--- src/rtl/axis_rr_arbiter.sv ---
// Packet-level round-robin arbiter: NUM_PORTS AXI-Stream inputs share one output.
// The grant is registered and held from arbitration until the tlast beat handshakes.
module axis_rr_arbiter #(
  parameter int NUM_PORTS = 4,
  parameter int DATA_W    = 8,
  parameter int ID_W      = $clog2(NUM_PORTS)
) (
  input  logic                        axis_aclk,
  input  logic                        axis_areset,
  input  logic [NUM_PORTS-1:0]        s_axis_tvalid,
  input  logic [NUM_PORTS*DATA_W-1:0] s_axis_tdata,
  input  logic [NUM_PORTS-1:0]        s_axis_tlast,
  output logic [NUM_PORTS-1:0]        s_axis_tready,
  output logic                        m_axis_tvalid,
  output logic [DATA_W-1:0]           m_axis_tdata,
  output logic                        m_axis_tlast,
  input  logic                        m_axis_tready,
  output logic                        grant_valid,
  output logic [ID_W-1:0]             grant_id,
  output logic                        pkt_done,
  output logic [15:0]                 pkt_count
);

  typedef enum logic {IDLE, BUSY} state_t;

  state_t            state_reg, state_next;
  logic [ID_W-1:0]   grant_id_reg, grant_id_next;
  logic [ID_W-1:0]   last_grant_reg, last_grant_next;
  logic              pkt_done_reg, pkt_done_next;
  logic [15:0]       pkt_count_reg, pkt_count_next;

  logic [ID_W-1:0]   winner;
  logic              any_req;
  logic              busy;
  logic              release_beat;
  logic [DATA_W-1:0] port_data [NUM_PORTS];

  assign busy = (state_reg == BUSY);

  // Ready depends only on state, grant and downstream ready, never on tvalid.
  generate
    for (genvar gi = 0; gi < NUM_PORTS; gi++) begin : g_port
      assign port_data[gi]     = s_axis_tdata[gi*DATA_W +: DATA_W];
      assign s_axis_tready[gi] = busy && (grant_id_reg == ID_W'(gi)) && m_axis_tready;
    end
  endgenerate

  always_comb begin
    m_axis_tvalid = 1'b0;
    m_axis_tdata  = '0;
    m_axis_tlast  = 1'b0;
    if (busy) begin
      m_axis_tvalid = s_axis_tvalid[grant_id_reg];
      m_axis_tlast  = s_axis_tlast[grant_id_reg];
      if (s_axis_tvalid[grant_id_reg]) begin
        m_axis_tdata = port_data[grant_id_reg];
      end
    end
  end

  assign release_beat = m_axis_tvalid && m_axis_tready && m_axis_tlast;

  // Ports above last_grant outrank the wrapped-around ports; the second loop
  // overrides the first, and descending order leaves the lowest index winning.
  always_comb begin
    winner  = '0;
    any_req = 1'b0;
    for (int i = NUM_PORTS - 1; i >= 0; i--) begin
      if (s_axis_tvalid[i] && (i <= int'(last_grant_reg))) begin
        winner  = ID_W'(i);
        any_req = 1'b1;
      end
    end
    for (int i = NUM_PORTS - 1; i >= 0; i--) begin
      if (s_axis_tvalid[i] && (i > int'(last_grant_reg))) begin
        winner  = ID_W'(i);
        any_req = 1'b1;
      end
    end
  end

  always_comb begin
    state_next      = state_reg;
    grant_id_next   = grant_id_reg;
    last_grant_next = last_grant_reg;
    pkt_done_next   = 1'b0;
    pkt_count_next  = pkt_count_reg;
    if (state_reg == IDLE) begin
      if (any_req) begin
        grant_id_next = winner;
        state_next    = BUSY;
      end
    end else begin
      if (release_beat) begin
        state_next      = IDLE;
        last_grant_next = grant_id_reg;
        pkt_done_next   = 1'b1;
        pkt_count_next  = pkt_count_reg + 16'd1;
      end
    end
  end

  always_ff @(posedge axis_aclk) begin
    if (axis_areset) begin
      state_reg      <= IDLE;
      grant_id_reg   <= '0;
      last_grant_reg <= ID_W'(NUM_PORTS - 1);
      pkt_done_reg   <= 1'b0;
      pkt_count_reg  <= '0;
    end else begin
      state_reg      <= state_next;
      grant_id_reg   <= grant_id_next;
      last_grant_reg <= last_grant_next;
      pkt_done_reg   <= pkt_done_next;
      pkt_count_reg  <= pkt_count_next;
    end
  end

  assign grant_valid = busy;
  assign grant_id    = grant_id_reg;
  assign pkt_done    = pkt_done_reg;
  assign pkt_count   = pkt_count_reg;

endmodule

--- config.mk ---
export PLATFORM = sky130hd
export DESIGN_NAME = axis_rr_arbiter
export DESIGN_NICKNAME = d
export VERILOG_FILES = /design/src/rtl/axis_rr_arbiter.sv
export SDC_FILE = /design/constraint.sdc
export NUM_CORES = 1
export LEC_CHECK = 0
export BUFFER_PORTS_ARGS = -buffer_cell sky130_fd_sc_hd__clkbuf_2
export CORE_ASPECT_RATIO = 0.8
export CORE_MARGIN = 1.5
export CORE_UTILIZATION = 40
export CTS_BUF_LIST = sky130_fd_sc_hd__clkbuf_4 sky130_fd_sc_hd__clkbuf_8
export DETAILED_ROUTE_END_ITERATION = 6
export MAX_ROUTING_LAYER = met4
export PLACE_DENSITY = 0.73
export SETUP_SLACK_MARGIN = 0.2
export SLEW_MARGIN = 40
export SYNTH_ARGS = -nofsm -noshare
export SYNTH_HDL_FRONTEND = slang
export SYNTH_SLANG_ARGS = --single-unit
--- constraint.sdc ---
create_clock -name axis_aclk -period 2.15 [get_ports axis_aclk]
set_input_delay 0.215 -clock axis_aclk [delete_from_list [all_inputs] [get_ports axis_aclk]]
set_output_delay 0.215 -clock axis_aclk [all_outputs]
set_load 0.03 [all_outputs]
==> results of run 1 <==
-- path summary, 6_finish.rpt --
check	from	endpoint	slack, ps	depth (start not counted)
max	grant_id[0]	m_axis_tdata[6]	280	4
min	s_axis_tvalid[1]	grant_id[0]	290	3
max reg2reg	grant_valid	pkt_count[13]	360	5
min reg2reg	pkt_count[15]	pkt_count[15]	500	2
-- area by class of cell --
cell class	instances	area (um2)	share of cell area
Clock buffer	4	55.1	0.0292
Inverter	5	18.8	0.00995
Multi-Input combinational cell	123	880	0.466
Sequential cell	22	445	0.236
Tap cell	40	50.0	0.0265
Timing Repair Buffer	82	438	0.232
-- report_power, final --
part / internal [uW] / leakage [uW] / switching (uW) / total [uW]
combinational: 130 / 0.000630 / 148 / 278
clock: 163 / 0.0000288 / 129 / 293
sequential: 416 / 0.000179 / 15.5 / 432
-- layout by cell type (no fill, tap or decap), types with 4 or more instances in the layout --
master	instances
xor2_1	12
nand4_1	5
clkbuf_2	75
nand2_1	10
nor2b_1	9
mux4_2	9
o21ai_0	4
a21oi_1	6
nor2_1	29
clkbuf_8	4
dfxtp_1	20
inv_1	5
buf_4	5
nand3_1	13
-- routing by layer --
metal  track usage  wire length (um)  up-vias
met1         0.321              1840      645
met3        0.0489               170        4
li1              -                 -      721
met4        0.0371                18        0
met2         0.257              1500       35
met5             -                 0        -
-- kinds of logic after synthesis --
family                   share of synthesized area
AND/OR/NAND/NOR                              0.295
AO/OA/AOI/OAI                               0.0877
adder cells (fa/ha/maj)                    0.00913
buffers and inverters                       0.0402
flip-flops                                   0.321
XOR/XNOR                                    0.0767
multiplexers                                 0.170
-- worst register-to-register path, delay by kind of cell, from the launching register on --
kind / cells / cell delay, ps
AND/OR/NAND/NOR: 3 / 870
flip-flops: 1 / 460
AO/OA/AOI/OAI: 2 / 400
-- timing repair --
| action | in CTS | in global routing |
|---|---|---|
| buffers inserted | 3 | 0 |
| endpoints found under the setup margin | 9 | 10 |
| resized for setup | 2 | 5 |
| hold buffers | 0 | 0 |
| endpoints found under the hold margin | 0 | 0 |
-- metrics by stage --
stage          total power (uW)  hold slack, ps   util
5_1_grt                    1060             314  0.594
4_1_cts                    1010             280  0.590
2_1_floorplan               617             309      -
3_5_place_dp                701             490  0.563
6_report                   1000             294  0.594
3_3_place_gp                698             484  0.563
==> summary.md, run 1 <==
| Metric | Value |
|---|---|
| Number of global-route vias before repair | `1215` |
| Final setup fails | `0` |
| Setup_tns | `0 ps` |
| Row cnt | `18` |
| Layout cells sized above 1 | `0.428` |
| Leakage | `0.000838 uW` |
| Post-route design area | `1890 um2` |
| Yosys top cell area share | `0.321` |
| IO Pins | `77` |
| Wire length per cell | `12.8 um` |
| Final cell count without fillers | `276` |
| Endpoint type of the worst setup path | `output port` |
| Antenna Cells | `0` |
| Mapped Nets | `201` |
| Critical Path Max Stage Delay | `510 ps` |
| Critical path required time | `1930 ps` |
| Ys async rst share | `0` |
| FF+latch count, synth | `22` |
| Number of fill cells | `287` |
| Initial antenna violation count | `0` |
| Area leader, netlist | `dfxtp_1` |
| CTS Buf Count | `3` |
| Synth top cells by count | `nor2_1, dfxtp_1, nand3_1, xor2_1, nand2_1` |
| Pins Over Slew Limit | `0` |
| Post-synthesis sequential area ratio | `0.321` |
| Nets | `281` |
| RSZ-0062 raised after global routing | `no` |
| Final Hold Viols | `0` |
| Worst-case clock buffer depth | `2` |
| Chip width | `68.4 um` |
| P&R area growth vs syn | `37.7%` |
| Startpoint type of the worst setup path | `flip-flop` |
| YS warnings | `0` |
| CP max-delay cell | `mux4_2` |
| CP delay by family, top | `multiplexers` |
| Worst hold path class | `input port to flip-flop` |
| Max cap viols | `0` |
| EDFF count, synth | `0` |
| First-pass GRT wire length | `5730 um` |
| Die Span Y | `55.3 um` |
| Worst setup margin | `281 ps` |
| DIE AREA | `3790 um2` |
| Peak supply drop | `0.000369 V` |
| # clock sinks | `22` |
| Vias per Instance | `5.09` |
| Top FF cell, synth | `dfxtp_1` |
| Placer Congestion | `0.829` |
| Final Cycle Share | `0.869` |
| Max FFs per register | `16` |
| Most numerous cell in the Yosys netlist | `nor2_1` |
| Syn_area_per_cell | `8.73 um2` |
| Antenna viol nets, final | `0` |
| Clock transition at path regs | `70 ps` |
| Total grt overflow | `0` |
| Main area contributors after synthesis | `dfxtp_1, mux4_2, nor2_1, xor2_1, nand3_1` |
| CTS root buf | `clkbuf_8` |
| Worst-Margin Slew | `422 ps` |
| Fmax | `535 MHz` |
| Largest net degree at the start of global routing | `23` |
| Core Area | `3180 um2` |
| Minimum clock period | `1870 ps` |
| GRT Overall Usage | `0.202` |
| Syn Std Cell Area | `1370 um2` |
| Crit path DAT | `1650 ps` |
| H-tree depth | `1` |
| DRT Pass-1 Iters | `4` |
| Clock latency on the worst-skew pair | `260 ps` |
| 1st-iter DRT viols | `79` |
| Worst Path Buf+Inv | `2` |
| Outcome | `finished, final reports clean` |
| Slew headroom | `0.719` |
| Port Buffers | `76` |
| CTS tree | `built` |
| Starting Density | `0.431` |
| Pwr dens | `531 nW/um2` |
| Unique masters post-synth | `33` |
| Placed cell count | `269` |
| DRC Markers | `0` |
| Routed vias | `1405` |
| Clk_skew | `4.66 ps` |
| Setup WS pre-CTS | `321 ps` |
| Area of placed instances | `1790 um2` |
| Drt total wl | `3530 um` |
| Crit Path Max Fanout | `12` |
| Detail Placement HPWL | `2800 um` |
| Cell chain of the critical path | `buf_12 -> mux4_2 -> nor2b_1 -> clkbuf_2` |
| Crit Path Category | `flip-flop to output port` |
| Post-Syn Instances | `157` |
Power figures use the tool's default switching activity.
==> run 2, diff against run 1 <==
--- a/config.mk
+++ b/config.mk
@@ -5,6 +5,7 @@
 export SDC_FILE = /design/constraint.sdc
 export NUM_CORES = 1
 export LEC_CHECK = 0
+export ABC_AREA = 1
 export BUFFER_PORTS_ARGS = -buffer_cell sky130_fd_sc_hd__clkbuf_2
 export CORE_ASPECT_RATIO = 0.8
 export CORE_MARGIN = 1.5
@@ -12,7 +13,7 @@
 export CTS_BUF_LIST = sky130_fd_sc_hd__clkbuf_4 sky130_fd_sc_hd__clkbuf_8
 export DETAILED_ROUTE_END_ITERATION = 6
 export MAX_ROUTING_LAYER = met4
-export PLACE_DENSITY = 0.73
+export PLACE_DENSITY = 0.69
 export SETUP_SLACK_MARGIN = 0.2
 export SLEW_MARGIN = 40
 export SYNTH_ARGS = -nofsm -noshare
==> run 2 against run 1 <==
Sequential power is 0.9% lower. Clock skew is 2.4 ps lower. Global-route usage rose by 0.96 points. Die area rose by 24%. Register-to-register slack improved by 120 ps. Critical path type unchanged. Critical endpoint is now m_axis_tvalid.
==> summary.md, run 2 <==
| Metric | Value |
|---|---|
| Outcome | `finished, final reports clean` |
| Main area contributors after synthesis | `dfxtp_1, nand2_1, nand3_1, nor2_1, a21oi_1` |
| Minimum clock period | `1870 ps` |
| Met3 routed WL | `263 um` |
| Top Metal Used | `met4` |
| Critical path required time | `1930 ps` |
| Worst setup margin | `278 ps` |
| FF+latch count, synth | `22` |
| Antenna Cells | `0` |
| Unique masters post-synth | `27` |
| Int Pwr | `765 uW` |
| Slew headroom | `0.679` |
| Vias per Instance | `5.05` |
| Ys async rst share | `0` |
| Most common cell after layout, fill and taps aside | `nand2_1` |
| 1st-iter DRT viols | `139` |
| DRC Markers | `0` |
| Final Cycle Share | `0.871` |
| Leakage | `0.00104 uW` |
| Most numerous cell in the Yosys netlist | `nand2_1` |
| CTS root buf | `clkbuf_8` |
| Endpoint type of the worst setup path | `output port` |
| DRT met1 WL | `2300 um` |
| Post-Syn Instances | `286` |
| # clock sinks | `22` |
| Nets | `408` |
| Starting Density | `0.413` |
| Area leader, netlist | `dfxtp_1` |
| EDFF count, synth | `0` |
| Crit path DAT | `1660 ps` |
| Switching portion of total power | `0.303` |
| Syn_area_per_cell | `5.99 um2` |
| H-tree depth | `1` |
| Syn Std Cell Area | `1710 um2` |
| Final setup fails | `0` |
| DRT Pass-1 Iters | `4` |
| P&R area growth vs syn | `30.5%` |
| Fmax | `534 MHz` |
| Worst Hold Depth | `4` |
| CTS tree | `built` |
| Row cnt | `21` |
| Comb power frac | `0.258` |
| Worst r2r src | `grant_id[0]` |
| Top FF cell, synth | `dfxtp_1` |
| Synth top cells by count | `nand2_1, nand3_1, nor2_1, dfxtp_1, a21oi_1` |
| Crit Path Category | `flip-flop to output port` |
| YS warnings | `0` |
| GRT Overall Usage | `0.212` |
| DIE AREA | `4690 um2` |
| Pwr dens | `491 nW/um2` |
| Worst hold path class | `input port to flip-flop` |
| Flop pwr share | `0.390` |
| Post-synthesis sequential area ratio | `0.257` |
| Worst-case clock buffer depth | `2` |
| Placer Congestion | `0.895` |
| Antenna viol nets, final | `0` |
| Max cap viols | `0` |
| First-pass GRT wire length | `7870 um` |
| Clk_skew | `2.26 ps` |
| Number of global-route vias before repair | `1810` |
| Drt total wl | `4770 um` |
| Number of fill cells | `440` |
| Crit Path Max Fanout | `10` |
| IO Pins | `77` |
| WL met2 | `2190 um` |
| Largest net degree at the start of global routing | `21` |
| Yosys top cell area share | `0.257` |
| Detail Placement HPWL | `3670 um` |
| Commonest cells after routing, fill and taps aside | `nand2_1, clkbuf_2, nand3_1` |
| Max FFs per register | `16` |
| Wire length per cell | `11.4 um` |
| Peak supply drop | `0.000199 V` |
| Layout cells sized above 1 | `0.287` |
| Pins Over Slew Limit | `0` |
| Die Span Y | `61.6 um` |
| Setup_tns | `0 ps` |
| Clock latency on the worst-skew pair | `260 ps` |
| Final Hold Viols | `0` |
| Multi-input gate area | `1120 um2` |
| Hold Crit Start | `s_axis_tvalid[2]` |
| Chip width | `76.2 um` |
| CTS Buf Count | `3` |
| Mapped Nets | `330` |
| Clock power share | `0.352` |
| Fin util | `0.539` |
| P_sw | `332 uW` |
| Clock transition at path regs | `80 ps` |
| Routed vias | `2119` |
| Register area | `443 um2` |
| Startpoint type of the worst setup path | `flip-flop` |
| Reg2reg path depth | `8` |
| Setup WS pre-CTS | `343 ps` |
| Total grt overflow | `0` |
| Initial antenna violation count | `0` |
| Core Area | `4150 um2` |
| Worst-Margin Slew | `481 ps` |
| RSZ-0062 raised after global routing | `no` |
| CP startpoint | `grant_id[0]` |
| Port Buffers | `76` |
## run 2: cell type report
| class | count | area share |
|---|---|---|
| repair buffers | 86 | 0.206 |
| inverters | 17 | 0.0296 |
| multi-input cells | 234 | 0.503 |
| clock inverters | 1 | 0.0134 |
| flip-flops and latches | 22 | 0.198 |
| well taps | 57 | 0.0319 |
| clock buffers | 3 | 0.0185 |
## run 2: critical path: stages, from the launching register on
cell and delay, ps:
dfxtp_2 390, buf_4 190, nor2_8 160, nand2_1 80, nand2_1 60, nor2_1 60
nor2_4 210, clkbuf_4 240
## run 2: kinds of logic (layout without fill, tap and decap cells)
group | Yosys count | after routing | share of synthesized area
AOI/OAI and AO/OA | 34 | 34 | 0.123
buffers and inverters | 30 | 107 | 0.0869
DFF | 22 | 22 | 0.257
adders and majority gates | 1 | 1 | 0.00730
and+or+nand+nor | 196 | 196 | 0.511
xor gates and xnor gates | 3 | 3 | 0.0153
## run 2: repair_timing
action / in CTS / in global routing
endpoints found under the setup margin: 1 / 5
pin swaps: 0 / 1
hold buffers: 0 / 0
gates resized for setup: 2 / 8
buffers inserted: 0 / 2
## run 2: path summary, 6_finish.rpt
| check | end | slack (ps) |
|---|---|---|
| worst max register to register | pkt_count[13] | 480 |
| worst max-delay path | m_axis_tvalid | 280 |
| worst min-delay path | grant_id[0] | 370 |
| worst min register to register | pkt_count[15] | 500 |
## run 2: power by group through the flow
stage,Sequential (uW),Combinational [uW],Clock [uW]
final,428,283,387
after CTS,427,277,399
after global routing,429,313,410
after floorplan,441,179,0
after detailed placement,436,276,0
after global placement,436,276,0
## run 2: metal layers
metal	vias up	GRT usage
met2	66	0.350
met3	2	0.0370
li1	1118	-
met1	933	0.280
met5	-	-
met4	0	0.0370
## run 2: stage by stage
step	hold slack (ps)	area [um2]	total power [uW]	instances
2_1_floorplan	435	1710	620	286
3_3_place_gp	493	2140	712	414
3_5_place_dp	493	2140	713	414
4_1_cts	348	2220	1100	418
5_1_grt	400	2240	1150	420
6_report	367	2240	1100	420
==> run 3, diff against run 2 <==
--- a/config.mk
+++ b/config.mk
@@ -12,7 +12,6 @@
 export CORE_UTILIZATION = 40
 export CTS_BUF_LIST = sky130_fd_sc_hd__clkbuf_4 sky130_fd_sc_hd__clkbuf_8
 export DETAILED_ROUTE_END_ITERATION = 6
-export MAX_ROUTING_LAYER = met4
 export PLACE_DENSITY = 0.69
 export SETUP_SLACK_MARGIN = 0.2
 export SLEW_MARGIN = 40
==> run 3 against run 2 <==
Sequential power about the same. Count of clock-buffer cells in the layout unchanged. Global-route usage decreased by 0.69 points. Critical path depth unchanged. Via count about the same. Non-clock buffer count unchanged. Setup slack got worse by 9.3 ps. Register-to-register slack got worse by 20 ps. Wire length increased by 1.3%. Hold slack improved by 1.4 ps. Highest routed layer unchanged.
==> summary.md, run 3 (same netlist as run 2, synthesis figures left out) <==
| Metric | Value |
|---|---|
| Peak supply drop | `0.000199 V` |
| Die Span Y | `61.6 um` |
| Worst Hold Depth | `4` |
| GRT Overall Usage | `0.205` |
| RSZ-0062 raised after global routing | `no` |
| H-tree depth | `1` |
| Crit Path Category | `flip-flop to output port` |
| Endpoint type of the worst setup path | `output port` |
| Commonest cells after routing, fill and taps aside | `nand2_1, clkbuf_2, nand3_1` |
| Crit path DAT | `1670 ps` |
| Max cap viols | `0` |
| Crit Path Max Fanout | `10` |
| Slew headroom | `0.675` |
| Reg2reg path depth | `8` |
| DIE AREA | `4690 um2` |
| # clock sinks | `22` |
| Multi-input gate area | `1120 um2` |
| CTS Buf Count | `3` |
| Worst hold path class | `input port to flip-flop` |
| Register area | `443 um2` |
| Drt total wl | `4840 um` |
| CTS tree | `built` |
| Post-route design area | `2240 um2` |
| Hold endpoint | `grant_id[0]` |
| Worst r2r src | `grant_id[0]` |
| Fmax | `532 MHz` |
| Reg2reg setup slack | `460 ps` |
| Critical path required time | `1930 ps` |
| Detail Placement HPWL | `3670 um` |
| Number of fill cells | `440` |
| Pins Over Slew Limit | `0` |
| DRT Pass-1 Iters | `4` |
| Layout cells sized above 1 | `0.287` |
| Pwr dens | `492 nW/um2` |
| Antenna viol nets, final | `0` |
| Vias per Instance | `5.04` |
| Starting Density | `0.413` |
| Clk_skew | `3.15 ps` |
| Clock latency on the worst-skew pair | `260 ps` |
| 1st-iter DRT viols | `125` |
| Final setup fails | `0` |
| Routed vias | `2117` |
| Largest net degree at the start of global routing | `21` |
| Startpoint type of the worst setup path | `flip-flop` |
| IO Pins | `77` |
| Initial antenna violation count | `0` |
| Leakage | `0.00104 uW` |
| Minimum clock period | `1880 ps` |
| Antenna Cells | `0` |
| Placer Congestion | `0.881` |
| First-pass GRT wire length | `7880 um` |
| Fin util | `0.539` |
| P&R area growth vs syn | `30.5%` |
| CTS root buf | `clkbuf_8` |
| Max FFs per register | `16` |
| Hold Crit Start | `s_axis_tvalid[2]` |
| Final Cycle Share | `0.875` |
| Number of global-route vias before repair | `1807` |
| Worst-Margin Slew | `487 ps` |
| Row cnt | `21` |
| Clock transition at path regs | `80 ps` |
| Total grt overflow | `0` |
| DRC Markers | `0` |
| Chip width | `76.2 um` |
| Area of placed instances | `2140 um2` |
| Hold buffers post-CTS | `0` |
| Final Hold Viols | `0` |
| RR Endpoint | `pkt_count[13]` |
| Most common cell after layout, fill and taps aside | `nand2_1` |
| Core Area | `4150 um2` |
| Worst-case clock buffer depth | `2` |
| Wire length per cell | `11.5 um` |
| Nets | `408` |
| Setup_tns | `0 ps` |
| Outcome | `finished, final reports clean` |
| Port Buffers | `76` |
[run 3: area by class of cell]
cell class | count | area share
inverters | 17 | 0.0296
clock inverters | 1 | 0.0134
multi-input cells | 234 | 0.503
well taps | 57 | 0.0319
clock buffers | 3 | 0.0185
repair buffers | 86 | 0.206
flip-flops and latches | 22 | 0.198
[run 3: how the worst max path moves through the flow]
stage                            from              end  slack (ps)  cells after the start
after floorplan           grant_id[0]  m_axis_tdata[1]         220                      4
after global placement    grant_id[0]    pkt_count[13]         420                      7
after detailed placement  grant_id[0]    pkt_count[13]         340                      7
after CTS                 grant_id[0]    m_axis_tvalid         250                      7
after global routing      grant_id[0]    m_axis_tvalid         190                      7
final                     grant_id[0]    m_axis_tvalid         270                      7
[run 3: what timing repair did]
action	CTS	global route
pin swaps	0	1
endpoints found under the setup margin	1	5
setup buffers	0	2
gates resized for setup	2	8
[run 3: routing by layer]
layer / vias to the layer above / wire length [um] / global-route usage
met5: - / 0 / 0
met4: 0 / 19 / 0.0370
met3: 2 / 296 / 0.0400
met2: 59 / 2200 / 0.350
met1: 937 / 2320 / 0.278
li1: 1119 / - / -
[run 3: report_power, final]
group / internal [uW] / switching (uW) / total (uW) / leakage [uW]
Clock: 249 / 140 / 389 / 0.0000357
Sequential: 414 / 13.4 / 428 / 0.000179
Combinational: 102 / 182 / 285 / 0.000826
[run 3: metrics by stage]
step	total power (uW)	worst slack, ps	hold slack (ps)	std cells
2_1_floorplan	620	223	435	286
3_3_place_gp	712	420	493	414
3_5_place_dp	713	343	493	414
4_1_cts	1100	251	348	418
5_1_grt	1150	191	400	420
6_report	1100	269	368	420
[run 3: worst max-delay path: stages, from the launching register on]
cell and delay [ps]:
dfxtp_2 390, buf_4 200, nor2_8 170, nand2_1 80
nand2_1 60, nor2_1 60, nor2_4 210, clkbuf_4 240
